## src/rtl/posit_fault_monitor.sv

```systemverilog
// Two-stage monitor that decodes a full-precision posit and its truncated twin, flags divergence and
// drives the TRUNC/FULL precision select. Define FAULT_MON_LOG_EN to add first-fault operand capture.
module posit_fault_monitor #(
  parameter int FULL_NBITS  = 32,
  parameter int TRUNC_NBITS = 16,
  parameter int ES          = 2,
  parameter int FRAC_SIZE   = 3,
  parameter int SCALE_W     = 8,
  parameter int SCALE_TOL   = 0,
  parameter int FAULT_LIMIT = 2,
  parameter int CLEAN_LIMIT = 4,
  parameter int CNT_W       = 16
) (
  input  logic                      clk,
  input  logic                      rst_n,
  input  logic                      in_valid,
  output logic                      in_ready,
  input  logic [FULL_NBITS-1:0]     true_in,
  input  logic [FULL_NBITS-1:0]     used_in,
  input  logic                      clr_stats,
  output logic                      out_valid,
  input  logic                      out_ready,
  output logic                      fault,
  output logic signed [SCALE_W-1:0] true_scale,
  output logic signed [SCALE_W-1:0] used_scale,
  output logic                      mode,
  output logic [CNT_W-1:0]          fault_count
`ifdef FAULT_MON_LOG_EN
  ,
  output logic                      first_fault_valid,
  output logic [FULL_NBITS-1:0]     first_fault_true,
  output logic [FULL_NBITS-1:0]     first_fault_used
`endif
);

  localparam int RUN_MAX = (FAULT_LIMIT > CLEAN_LIMIT) ? FAULT_LIMIT : CLEAN_LIMIT;
  localparam int RUN_W   = $clog2(RUN_MAX + 1);
  localparam logic [FULL_NBITS-1:0] USED_MASK =
    {FULL_NBITS{1'b1}} << (FULL_NBITS - TRUNC_NBITS);

  typedef enum logic [1:0] {CLS_ZERO, CLS_NAR, CLS_NORM} cls_e;
  typedef enum logic {MODE_TRUNC = 1'b0, MODE_FULL = 1'b1} mode_e;

  typedef struct packed {
    cls_e                      cls;
    logic                      sign;
    logic signed [SCALE_W-1:0] scale;
    logic [FRAC_SIZE-1:0]      frac;
  } dec_t;

  function automatic dec_t decode(input logic [FULL_NBITS-1:0] x);
    dec_t                  d;
    logic [FULL_NBITS-2:0] body;
    logic [FULL_NBITS-2:0] rem;
    logic [ES-1:0]         e;
    logic                  first;
    logic                  run;
    int                    r;
    int                    k;
    d = '0;
    if (x == '0) begin
      d.cls = CLS_ZERO;
    end else if (x == {1'b1, {(FULL_NBITS-1){1'b0}}}) begin
      d.cls = CLS_NAR;
    end else begin
      d.cls  = CLS_NORM;
      d.sign = x[FULL_NBITS-1];
      // Low bits of the two's complement equal the negation of the low bits alone.
      body   = x[FULL_NBITS-1] ? -x[FULL_NBITS-2:0] : x[FULL_NBITS-2:0];
      first  = body[FULL_NBITS-2];
      r      = 0;
      run    = 1'b1;
      for (int i = FULL_NBITS-2; i >= 0; i--) begin
        if (run && (body[i] == first)) r = r + 1;
        else                           run = 1'b0;
      end
      rem     = body << (r + 1);
      e       = ES'(rem >> (FULL_NBITS - 1 - ES));
      d.frac  = FRAC_SIZE'(rem >> (FULL_NBITS - 1 - ES - FRAC_SIZE));
      k       = first ? (r - 1) : -r;
      d.scale = SCALE_W'(k * (2 ** ES) + int'(e));
    end
    return d;
  endfunction

  function automatic logic [CNT_W-1:0] sat_inc(input logic [CNT_W-1:0] c);
    return (&c) ? c : c + CNT_W'(1);
  endfunction

  logic                      w_adv;
  logic                      w_s2_en;
  logic [FULL_NBITS-1:0]     w_used_m;
  dec_t                      w_dec_true;
  dec_t                      w_dec_used;
  logic signed [SCALE_W:0]   w_dscale;
  logic [SCALE_W:0]          w_dabs;
  logic                      w_fault;
  mode_e                     w_state_nxt;
  logic [RUN_W-1:0]          w_frun_nxt;
  logic [RUN_W-1:0]          w_crun_nxt;
  logic [RUN_W-1:0]          w_frun_inc;
  logic [RUN_W-1:0]          w_crun_inc;
  logic [CNT_W-1:0]          w_cnt_nxt;

  logic                      r_vld_p1;
  dec_t                      r_dec_true_p1;
  dec_t                      r_dec_used_p1;
  logic                      r_vld_p2;
  logic                      r_fault_p2;
  logic signed [SCALE_W-1:0] r_true_scale_p2;
  logic signed [SCALE_W-1:0] r_used_scale_p2;
  mode_e                     r_state;
  logic [RUN_W-1:0]          r_frun;
  logic [RUN_W-1:0]          r_crun;
  logic [CNT_W-1:0]          r_fault_cnt;

  assign w_adv      = !r_vld_p2 || out_ready;
  assign w_s2_en    = w_adv && r_vld_p1;
  assign w_used_m   = used_in & USED_MASK;
  assign w_dec_true = decode(true_in);
  assign w_dec_used = decode(w_used_m);

  // Stage S1: register decoded operands
  always_ff @(posedge clk) begin
    if (!rst_n)     r_vld_p1 <= 1'b0;
    else if (w_adv) r_vld_p1 <= in_valid;
  end

  always_ff @(posedge clk) begin
    if (w_adv) begin
      r_dec_true_p1 <= w_dec_true;
      r_dec_used_p1 <= w_dec_used;
    end
  end

  assign w_dscale = $signed({r_dec_true_p1.scale[SCALE_W-1], r_dec_true_p1.scale})
                  - $signed({r_dec_used_p1.scale[SCALE_W-1], r_dec_used_p1.scale});
  assign w_dabs   = w_dscale[SCALE_W] ? -w_dscale : w_dscale;

  always_comb begin
    w_fault = 1'b0;
    if (r_dec_true_p1.cls != r_dec_used_p1.cls) begin
      w_fault = 1'b1;
    end else if (r_dec_true_p1.cls == CLS_NORM) begin
      w_fault = (r_dec_true_p1.sign != r_dec_used_p1.sign)
             || (w_dabs > (SCALE_W+1)'(SCALE_TOL))
             || ((w_dscale == '0) && (r_dec_true_p1.frac != r_dec_used_p1.frac));
    end
  end

  assign w_frun_inc = r_frun + RUN_W'(1);
  assign w_crun_inc = r_crun + RUN_W'(1);

  always_comb begin
    w_state_nxt = r_state;
    w_frun_nxt  = r_frun;
    w_crun_nxt  = r_crun;
    w_cnt_nxt   = r_fault_cnt;
    if (w_s2_en) begin
      if (w_fault) w_cnt_nxt = sat_inc(r_fault_cnt);
      case (r_state)
        MODE_TRUNC: begin
          if (!w_fault) begin
            w_frun_nxt = '0;
          end else if (w_frun_inc >= RUN_W'(FAULT_LIMIT)) begin
            w_state_nxt = MODE_FULL;
            w_frun_nxt  = '0;
            w_crun_nxt  = '0;
          end else begin
            w_frun_nxt = w_frun_inc;
          end
        end
        MODE_FULL: begin
          if (w_fault) begin
            w_crun_nxt = '0;
          end else if (w_crun_inc >= RUN_W'(CLEAN_LIMIT)) begin
            w_state_nxt = MODE_TRUNC;
            w_frun_nxt  = '0;
            w_crun_nxt  = '0;
          end else begin
            w_crun_nxt = w_crun_inc;
          end
        end
        default: w_state_nxt = MODE_TRUNC;
      endcase
    end
    // A clear in the same cycle as a faulting sample leaves the count at zero.
    if (clr_stats) begin
      w_cnt_nxt  = '0;
      w_frun_nxt = '0;
      w_crun_nxt = '0;
    end
  end

  // Stage S2: compare results, mode FSM, counters and outputs
  always_ff @(posedge clk) begin
    if (!rst_n) r_state <= MODE_TRUNC;
    else        r_state <= w_state_nxt;
  end

  always_ff @(posedge clk) begin
    if (!rst_n) begin
      r_frun      <= '0;
      r_crun      <= '0;
      r_fault_cnt <= '0;
    end else begin
      r_frun      <= w_frun_nxt;
      r_crun      <= w_crun_nxt;
      r_fault_cnt <= w_cnt_nxt;
    end
  end

  always_ff @(posedge clk) begin
    if (!rst_n) begin
      r_vld_p2        <= 1'b0;
      r_fault_p2      <= 1'b0;
      r_true_scale_p2 <= '0;
      r_used_scale_p2 <= '0;
    end else if (w_adv) begin
      r_vld_p2 <= r_vld_p1;
      if (r_vld_p1) begin
        r_fault_p2      <= w_fault;
        r_true_scale_p2 <= r_dec_true_p1.scale;
        r_used_scale_p2 <= r_dec_used_p1.scale;
      end
    end
  end

  assign in_ready    = w_adv;
  assign out_valid   = r_vld_p2;
  assign fault       = r_fault_p2;
  assign true_scale  = r_true_scale_p2;
  assign used_scale  = r_used_scale_p2;
  assign mode        = r_state;
  assign fault_count = r_fault_cnt;

`ifdef FAULT_MON_LOG_EN
  logic [FULL_NBITS-1:0] r_true_p1;
  logic [FULL_NBITS-1:0] r_used_p1;
  logic                  r_ff_valid;
  logic [FULL_NBITS-1:0] r_ff_true;
  logic [FULL_NBITS-1:0] r_ff_used;
  logic                  w_ff_cap;

  assign w_ff_cap = w_s2_en && w_fault && !r_ff_valid && !clr_stats;

  always_ff @(posedge clk) begin
    if (w_adv) begin
      r_true_p1 <= true_in;
      r_used_p1 <= used_in;
    end
  end

  always_ff @(posedge clk) begin
    if (!rst_n || clr_stats) r_ff_valid <= 1'b0;
    else if (w_ff_cap)       r_ff_valid <= 1'b1;
  end

  always_ff @(posedge clk) begin
    if (w_ff_cap) begin
      r_ff_true <= r_true_p1;
      r_ff_used <= r_used_p1;
    end
  end

  assign first_fault_valid = r_ff_valid;
  assign first_fault_true  = r_ff_true;
  assign first_fault_used  = r_ff_used;
`endif

endmodule
```

## config.mk

```make
export PLATFORM = sky130hd
export DESIGN_NAME = posit_fault_monitor
export DESIGN_NICKNAME = d
export VERILOG_FILES = /design/src/rtl/posit_fault_monitor.sv
export SDC_FILE = /design/constraint.sdc
export NUM_CORES = 1
export LEC_CHECK = 0
export BUFFER_PORTS_ARGS = -buffer_cell sky130_fd_sc_hd__buf_2
export CORE_MARGIN = 2
export CORE_UTILIZATION = 62
export CTS_BUF_LIST = sky130_fd_sc_hd__clkbuf_4 sky130_fd_sc_hd__clkbuf_8
export DETAILED_ROUTE_END_ITERATION = 10
export PLACE_DENSITY = 0.81
export SYNTH_ARGS = -nofsm -noshare
export SYNTH_HDL_FRONTEND = slang
export SYNTH_SLANG_ARGS = --single-unit
```

## constraint.sdc

```tcl
create_clock -name clk -period 24.1 [get_ports clk]
set_clock_uncertainty 0.1 [all_clocks]
set_input_delay 2.41 -clock clk [delete_from_list [all_inputs] [get_ports clk]]
set_output_delay 2.41 -clock clk [all_outputs]
set_load 0.05 [all_outputs]
```

== Word-level counts from Yosys, hierarchy flattened ==
Cells that the tools add are included.

* Register bits: 70
* Input port bits: 69
* Output and inout bits: 36
* Logic and storage cells: 633

* $add $sub $neg: 75
* Order comparisons: 3
* Equality and inequality tests: 70
* Shift operators: 2
* Muxes and demuxes: 386
* Bitwise logic cells: 3
* Reduce and logical (&&, ||, !) cells: 77

{| class="wikitable"
|+ Operator list
! operator !! number
|-
| two-way mux 32 bit || 184
|-
| adder 32 x 2 -> 32 bit (second input constant) || 62
|-
| two-way mux 1 bit || 184
|-
| zero test 32 bit || 2
|-
| left shift 31 x 32 -> 31 bit || 2
|-
| logical AND 1 bit || 62
|-
| two-way mux 31 bit || 2
|-
| negator 31 bit || 2
|-
| == test 1 bit || 60
|-
| == test 32 bit (second input constant) || 1
|-
| two-way mux 3 bit || 8
|-
| adder 16 x 1 -> 16 bit (second input constant) || 1
|-
| adder 8 x 3 -> 8 bit || 2
|-
| == test 16 bit (second input constant) || 1
|-
| AND reduction 16 bit || 1
|-
| two-way mux 6 bit || 2
|-
| negator 6 bit || 2
|-
| one-hot mux 3 bit (2 select lines) || 2
|-
| subtractor 6 x 2 -> 6 bit (second input constant) || 2
|-
| greater-than comparator 9 x 1 -> 1 bit (second input constant) || 1
|-
| zero test 9 bit || 1
|-
| two-way mux 9 bit || 1
|-
| negator 9 bit || 1
|-
| AND reduction 3 bit || 3
|-
| other kinds (17) || 27
|}

== Logic depth before layout (Yosys ltp) ==
Gate-level depths: netlist (run 1).

* Depth in word-level cells: 126
* Gate-level depth with buffers: 108
* Mapped depth without buffers: 105

== Worst setup path before layout (run 1) ==
No wires, ideal clock.

* Path type: input to register
* Start: in true_in[0]
* End: reg r_dec_true_p1[4] (netlist bit), data pin
* Library setup time: 0.269 ns
* Arrival time: 22.017 ns
* Data required time: 23.731 ns
* Slack: 1.713 ns
* Stages on the path: 106
* Path buffers: 4
* Cell sequence: inv_1 > ha_1 > or4b_2 > nor2_1 > a41o_2 > xnor2_1 > buf_6 > clkbuf_1 > buf_1 > clkbuf_1 > nor2_1 > a22oi_1 > ha_1 > nand2_1 > nand2_1 > ha_1 > nand3b_1 > and2_1 > [... 70 more ...] > mux2i_1 > o22ai_1 > ha_1 > inv_1 > a21oi_1 > ha_1 > nand2_1 > xnor2_1 > and2_1 > xnor2_2 > nor3_2 > xnor2_2 > mux2i_1 > nor2_1 > o21ai_0 > o311ai_0 > mux4_2 > nor3b_1

* Longest elaborated chain between the ends: 126

{| class="wikitable"
|+ RTL lines
! item !! RTL line !! source
|-
| from (decl) || 18 || <nowiki>input logic [FULL_NBITS-1:0] true_in,</nowiki>
|-
| negator 31 bit || 69 || <nowiki>body = x[FULL_NBITS-1] ? -x[FULL_NBITS-2:0] : x[FULL_NBITS-2:0];</nowiki>
|-
| two-way mux 31 bit || 69 ||
|-
| == test 1 bit || 74 || <nowiki>if (run && (body[i] == first)) r = r + 1;</nowiki>
|-
| logical AND 1 bit || 74 ||
|-
| two-way mux 32 bit / two-way mux 1 bit (equally long branches) || 74 ||
|-
| two-way mux 32 bit / two-way mux 1 bit (equally long branches) || 63 || <nowiki>end else if (x == {1'b1, {(FULL_NBITS-1){1'b0}}}) begin</nowiki>
|-
| two-way mux 32 bit / two-way mux 1 bit (equally long branches) || 61 || <nowiki>if (x == '0) begin</nowiki>
|-
| adder 32 x 2 -> 32 bit / logical AND 1 bit (equally long branches) || 74 ||
|-
| [... 110 more ...] || -- ||
|-
| two-way mux 32 bit / two-way mux 1 bit (equally long branches) || 61 ||
|-
| adder 32 x 2 -> 32 bit / logical AND 1 bit (equally long branches) || 74 ||
|-
| two-way mux 32 bit || 74 ||
|-
| two-way mux 32 bit || 63 ||
|-
| two-way mux 32 bit || 61 ||
|-
| adder 32 x 2 -> 32 bit || 77 || <nowiki>rem = body << (r + 1);</nowiki>
|-
| left shift 31 x 32 -> 31 bit || 77 ||
|-
| adder 8 x 3 -> 8 bit || 81 || <nowiki>d.scale = SCALE_W'(k * (2 ** ES) + int'(e));</nowiki>
|-
| to (signal assigned) || 131 || <nowiki>r_dec_true_p1 <= w_dec_true;</nowiki>
|-
| to (decl) || 106 || <nowiki>dec_t r_dec_true_p1;</nowiki>
|}

Parallel ways exist; a longest one is shown, timed or not. The select of a mux whose other input is x is not followed.
A chain may end at the register's enable or synchronous reset.

== Final worst setup path (run 1) ==
* Start: in true_in[9]
* End: reg r_dec_true_p1[4] (netlist bit), data pin

Same word-level chain as after synthesis.

==> results of run 1 <==
[cells by family (layout without fill, tap and decap cells)]
family | after synthesis | after routing
buf+inv | 173 | 216
compound gates | 544 | 544
xor+xnor | 254 | 255
flops | 70 | 70
other cells | 0 | 6
fa+ha+maj | 78 | 78
simple gates | 877 | 877
mux | 89 | 89
[registers in the layout, summed over array words and instances (netlist names)]
register	count
r_frun	3
r_vld_p1	1
true_scale	8
fault_count	16
fault	1
mode	1
r_dec_used_p1	14
r_dec_true_p1	14
out_valid	1
r_crun	3
used_scale	8
[how the worst max path moves through the flow]
stage / slack (ps) / depth (start not counted) / end
floorplan: 1710 / 106 / r_dec_true_p1[4]
global placement: 690 / 104 / r_dec_true_p1[4]
detailed placement: 130 / 104 / r_dec_true_p1[4]
CTS: 390 / 104 / r_dec_true_p1[4]
global route: -50 / 104 / r_dec_true_p1[3]
finish: 1240 / 103 / r_dec_true_p1[4]
[area by class of cell]
| type | count | area, µm² | share of cell area, % |
|---|---|---|---|
| multi-input combinational | 1843 | 13400 | 80.1 |
| sequential | 70 | 1680 | 10.1 |
| timing repair buffer | 121 | 692 | 4.15 |
| tap | 324 | 405 | 2.43 |
| inverter | 79 | 300 | 1.80 |
| clock buffer | 9 | 124 | 0.743 |
| clock inverter | 7 | 97.6 | 0.586 |
| antenna | 6 | 15.0 | 0.0901 |
[report_power, final]
group	total, W	switching (W)	internal, W	leakage (nW)
Sequential	0.000164	0.0000145	0.000149	0.633
Clock	0.000104	0.0000451	0.0000584	0.102
Combinational	0.000563	0.000335	0.000228	5.73
[through the flow]
stage	setup slack, ps	TNS, ps
6_report	1240	0
5_1_grt	-52.4	-52.4
4_1_cts	391	0
3_5_place_dp	131	0
3_3_place_gp	690	0
2_1_floorplan	1710	0
[layer usage]
metal	routed length [µm]	vias to the layer above	global-route usage (%)
li1	-	7822	-
met1	19700	7587	45.2
met2	19500	674	50.8
met3	3340	61	3.78
met4	648	0	6.32
met5	0	-	0
[synthesized netlist by cell type (all sizes together), types with 16 or more instances]
cell / instances
a211oi: 28
a21boi: 36
a21o: 19
a21oi: 97
a31oi: 26
and2: 42
and3: 38
buf: 30
clkbuf: 64
dfxtp: 42
edfxtp: 28
ha: 70
inv: 79
mux2: 24
mux2i: 54
nand2: 241
nand2b: 23
nand3: 80
nand4: 35
nor2: 213
nor2b: 18
nor3: 61
nor4: 24
o211ai: 26
o21ai: 106
o31ai: 18
or3: 23
xnor2: 144
xnor3: 16
xor2: 89
[critical path: cells and delay by family]
family	cells	cell delay, ps
buffers and inverters	7	770
xor gates and xnor gates	4	690
and+or+nand+nor	29	4410
AOI/OAI and AO/OA	29	4580
adders and majority gates	26	8290
muxes	8	1770
[repair_timing]
action	CTS	global route
endpoints found under the setup margin	0	6
buffers inserted	0	9
resized for setup	0	29
==> results by group, run 1 <==
Critical path
  – Depth of the worst register-to-register path: 19
  – Cell with the biggest individual delay on the critical path: or4_1
  – Arrival time at the worst endpoint: 22,950 ps
  – Highest cell delay on the worst timing path: roughly 600 ps
  – Type of element launching the critical path: input port
  – Type of destination of the critical path: register
  – Maximum fanout along the worst path: 14
  – Crit Reg-Reg Endpoint: fault_count[11]
  – Worst setup path class: in2reg
  – Critical path startpoint: true_in[9]
  – Most repeated library cell on the critical path: ha_1
  – Launching point of the worst reg2reg path: r_dec_true_p1[3]
  – Register-to-Register Setup Slack: between 15,000 and 20,000 ps
  – Worst Path Required: approximately 24,000 ps

Status
  – Outcome: complete, no violations

Die
  – Overall die area: ~26,000 µm²
  – Die width: 162 µm
  – Starting density of the core: around 63%
  – Number of standard-cell rows in the floorplan: 57
  – Top-level I/O count: roughly 110
  – Die span in y: approximately 160 µm
  – Floorplan core area: 24,500 µm²

CTS
  – Clock latency on the worst-skew pair: roughly 350 ps
  – Number of CTS-inserted buffers: 9
  – Clock tree buffer depth: 2
  – # H-tree levels: 3
  – Clock sink total: 70
  – Clock Pin Slew Worst Setup and Hold Paths: about 80 ps
  – Root buffer cell: clkbuf_8
  – Count of hold-fix buffers inserted at cts: 0
  – Clock tree from TritonCTS: done

Synthesis
  – Number of enable flip-flop cells after synthesis: 28
  – Mux contribution to synthesized area: 6.87%
  – Synthesized area per cell: approximately 7.4 µm²
  – Post-synthesis compound-gate area fraction: about a quarter
  – XOR/XNOR Fraction of Synth Area: approximately 17%
  – Cell type with the largest total area after synthesis: xnor2_1
  – Synth area leaders: xnor2_1 (7.3%), nand2_1 (5.8%), ha_1 (5.6%), dfxtp_1 (5.4%), edfxtp_1 (5.4%)
  – Yosys cell types: 123
  – Combinational family with the most area after synthesis: simple AND/OR/NAND/NOR gates
  – Area of the mapped netlist: about 16,000 µm²
  – Gate Count Post-Synth: ~2,100
  – Post-synthesis share of cell area spent on full adders, half adders and majority gates: just over 6%
  – Share of synthesized cell area in and, or, nand and nor gates: between 20% and 30%
  – Share of Yosys cell area claimed by the top area cell type: 7.34%
  – Proportion of synthesized chip area in sequential cells: 10.8%
  – Post-synthesis register bit count: 70
  – Primary flip-flop cell chosen by synthesis mapping: dfxtp_1
  – Yosys warning count: 0
  – Async S/R FF share, synth: 0%
  – Mapped Nets: 2,225

Placed design
  – Post-Place Cell Area: 16,200 µm²
  – GP Congestion: around 0.96
  – Number of port buffers: 88
  – Number of cells in the design after placement: about 2,400
  – Sum of net half-perimeters after detailed placement: 33.3 mm

Hold path
  – Hold path start: used_scale[1]
  – Worst hold endpoint: used_scale[1]
  – Worst min-delay path category: reg2reg
  – Instance count along the most critical hold path: 2

STA
  – Max-slew violation count: 0
  – Worst Hold Slack: around 360 ps
  – Final Hold Fails: 0
  – Worst-margin pin slew: 998 ps
  – Fraction of the cycle the final worst path needs: a little over nine tenths
  – Max transition margin: 31.7%
  – Final-report setup violation count: 0
  – Post-layout minimum cycle time: between 20,000 and 25,000 ps
  – Maximum clock rate: 43.7 MHz

Cells and area
  – Most frequent cells in the layout: nand2_1 (241), nor2_1 (211), xnor2_1 (125), o21ai_0 (95), a21oi_1 (93)
  – Post-route non-filler standard cell count: 2,459
  – Number of filler cells placed in the layout: ~2,100
  – Area Overhead vs Synth: 7.38%
  – Layout Nets: between 2,000 and 2,500
  – Fraction of layout instances using a drive strength above 1: 13.6%
  – Post-route standard cell area excluding fillers: approximately 17,000 µm²
  – Final core area utilization: just under 70%
  – Most common cell after layout, fill and taps aside: nand2_1

Power and ir drop
  – Sum of internal, switching and leakage power: just over 0.0008 W
  – Static Leak: ~6.5 nW
  – IR Drop Worst-Case VDD: about 0.00006 V
  – Pwr dens: approximately 50 nW/µm²

Route
  – Routed vias: between 15,000 and 20,000
  – Antenna-violating nets left: 0
  – Wire length reported by the detailed router: roughly 43 mm
  – DRC: 0
  – DR iter-0 viols: 1,903
  – Wire length per cell: 17.5 µm
  – Average vias per placed instance: about 6.6
  – First drt pass iteration count: 6

Flow run
  – Number of max-cap violations: 0

Global route
  – Wire length of the first global-routing pass: around 70 mm
  – Antenna violations before repair: 3
  – Vias in the first global route: between 10,000 and 15,000
  – Total congestion overflow after global routing: 0
  – Total routing usage reported by global routing: between 30% and 40%
  – Largest net degree at the start of global routing: 47
Power figures use the tool's default switching activity.
==> run 2: changes to the inputs <==
Clock period 24.1 ns to 27.7 ns, I/O delays scaled along.
==> run 2 against run 1 <==
Against the previous run:
- power down 16%
- combinational power fell by 16%
- clock power fell by 21%
- flip-flop and latch count is the same
- largest power group unchanged
- final cell count decreased by 0.85%
- non-clock buffer count is 15 lower
- final area decreased by 2.0%
- worst setup slack better by 1500 ps
- critical path depth did not move
- critical path type unchanged
- wire length decreased by 2.6%
- register-to-register slack better by 3500 ps
- largest cell class unchanged
- sequential power shrank 13%
==> results by group, run 2 (same netlist as run 1, synthesis figures left out) <==
Placed design
  – Number of port buffers: 88 (unchanged)
  – Setup WS pre-CTS: 2780 ps (+2650 ps)
  – GP Congestion: 0.945 (-1.8%)
  – Sum of net half-perimeters after detailed placement: 32.9 mm (-1.3%)

Route
  – Routed vias: 16,015 (-0.80%)
  – Antenna-violating nets left: 0 (unchanged)
  – First drt pass iteration count: 5 (-1)
  – Wire length reported by the detailed router: 42.0 mm (-2.6%)
  – DRC: 0 (unchanged)
  – DR iter-0 viols: 1,689 (-11%)
  – Average vias per placed instance: 6.57 (about the same)
  – Wire length per cell: 17.2 µm (-1.8%)

Die
  – Floorplan core area: 24,500 µm² (unchanged)
  – Starting density of the core: 63.4% (unchanged)
  – Overall die area: 26,300 µm² (unchanged)
  – Die width: 162 µm (unchanged)
  – Die span in y: 162 µm (unchanged)
  – Top-level I/O count: 105 (unchanged)
  – Number of standard-cell rows in the floorplan: 57 (unchanged)

Cells and area
  – Most frequent cells in the layout: nand2_1 (241), nor2_1 (212), xnor2_1 (126), o21ai_0 (97), a21oi_1 (94)
  – Most common cell after layout, fill and taps aside: nand2_1
  – Area Overhead vs Synth: 5.22%
  – Largest register FFs: 16 (unchanged)
  – Fraction of layout instances using a drive strength above 1: 12.2% (-1.4 points)
  – Layout Nets: 2,248 (-0.71%)

Critical path
  – Cell with the biggest individual delay on the critical path: xor2_1
  – Worst Path Required: 27,700 ps (+3510 ps)
  – Type of element launching the critical path: input port
  – Type of destination of the critical path: register
  – Critical path startpoint: true_in[0]
  – Most repeated library cell on the critical path: ha_1
  – Launching point of the worst reg2reg path: r_dec_used_p1[3]
  – Highest cell delay on the worst timing path: 850 ps (+250 ps)
  – Worst setup path class: in2reg
  – Register-to-Register Setup Slack: 23,420 ps (+3500 ps)
  – Maximum fanout along the worst path: 14 (unchanged)
  – Arrival time at the worst endpoint: 24,960 ps (+2010 ps)

CTS
  – Clock Pin Slew Worst Setup and Hold Paths: 80 ps (about the same)
  – Clock tree from TritonCTS: done
  – Count of hold-fix buffers inserted at cts: 0 (unchanged)
  – Number of buffers inserted to repair setup after CTS: 0 (unchanged)
  – Root buffer cell: clkbuf_8
  – Cells resized by post-CTS repair: 0 (unchanged)
  – Clock sink total: 70 (unchanged)
  – Clock latency on the worst-skew pair: 350 ps (about the same)
  – Number of CTS-inserted buffers: 9 (unchanged)
  – # H-tree levels: 3 (unchanged)
  – Clock tree buffer depth: 2 (unchanged)

Hold path
  – Hold path start: true_scale[0]
  – Worst min-delay path category: reg2reg

Global route
  – Wire length of the first global-routing pass: 69.7 mm (-0.86%)
  – Vias in the first global route: 14,450 (-0.76%)
  – Antenna violations before repair: 1 (-2)
  – Largest net degree at the start of global routing: 47 (unchanged)
  – Total routing usage reported by global routing: 31.0% (-0.36 points)
  – Total congestion overflow after global routing: 0 (unchanged)

STA
  – Post-layout minimum cycle time: approximately 25,000 ps
  – Max-slew violation count: 0 (unchanged)
  – Max transition margin: 30.0% (-1.7 points)
  – RSZ-0062 raised after global routing: no
  – Worst Setup Slack, final: 2740 ps (+1500 ps)
  – Final sum of negative setup slack: 0 ps (unchanged)
  – Fraction of the cycle the final worst path needs: ~90%
  – Final-report setup violation count: 0 (unchanged)
  – Worst-margin pin slew: 1020 ps (+24.9 ps)
  – Maximum clock rate: about 40 MHz
  – Final Hold Fails: 0 (unchanged)

Status
  – Outcome: complete, no violations

Power and ir drop
  – Pwr dens: 42.5 nW/µm² (-15%)
  – Static Leak: 6.35 nW (-1.9%)
  – IR Drop Worst-Case VDD: 0.0000394 V (-36%)

Flow run
  – Number of max-cap violations: 0 (unchanged)
-- run 2: final cells by class --
cell class              count  area, µm²
flip-flops and latches     70       1680
diodes                      1       2.50
repair buffers            106        576
well taps                 324        405
inverters                  79        297
multi-input cells        1842      13200
clock buffers               9        124
fillers                  2174       8130
clock inverters             7       73.8
-- run 2: worst max-delay path: cells and delay by family --
family                     cells  cell delay, ps
AOI/OAI and AO/OA             29            5480
adders and majority gates     27            8420
buffers and inverters          5             450
xor gates and xnor gates       4            1510
muxes                          7            1750
and+or+nand+nor               31            4580
-- run 2: report_power, final --
group | internal (W) | switching (W)
logic | 0.000190 | 0.000281
clock network | 0.0000417 | 0.0000401
registers | 0.000130 | 0.0000121
-- run 2: stage by stage --
stage / std cells / total power (W) / util [%] / cell area [µm²] / hold slack [ps]
2_1_floorplan: 2085 / 0.000509 / - / 15500 / 344
3_3_place_gp: 2421 / 0.000589 / 65.9 / 16100 / 347
3_5_place_dp: 2421 / 0.000603 / 65.9 / 16100 / 354
4_1_cts: 2437 / 0.000688 / 66.7 / 16300 / 364
5_1_grt: 2438 / 0.000752 / 66.8 / 16300 / 384
6_report: 2438 / 0.000695 / 66.8 / 16300 / 362
-- run 2: final timing paths --
check                                   endpoint  cells past startpoint
worst max register to register    fault_count[9]                     18
worst min-delay path               true_scale[0]                      2
worst max-delay path            r_dec_true_p1[3]                    103
worst min register to register     true_scale[0]                      2
-- run 2: metal layers --
metal / global-route usage, % / vias up / part of all wire [%]
met5: 0 / - / 0
met3: 2.73 / 54 / 7.0
met1: 45.4 / 7539 / 47
met2: 50.0 / 641 / 45
met4: 6.23 / 0 / 1.5
li1: - / 7781 / -
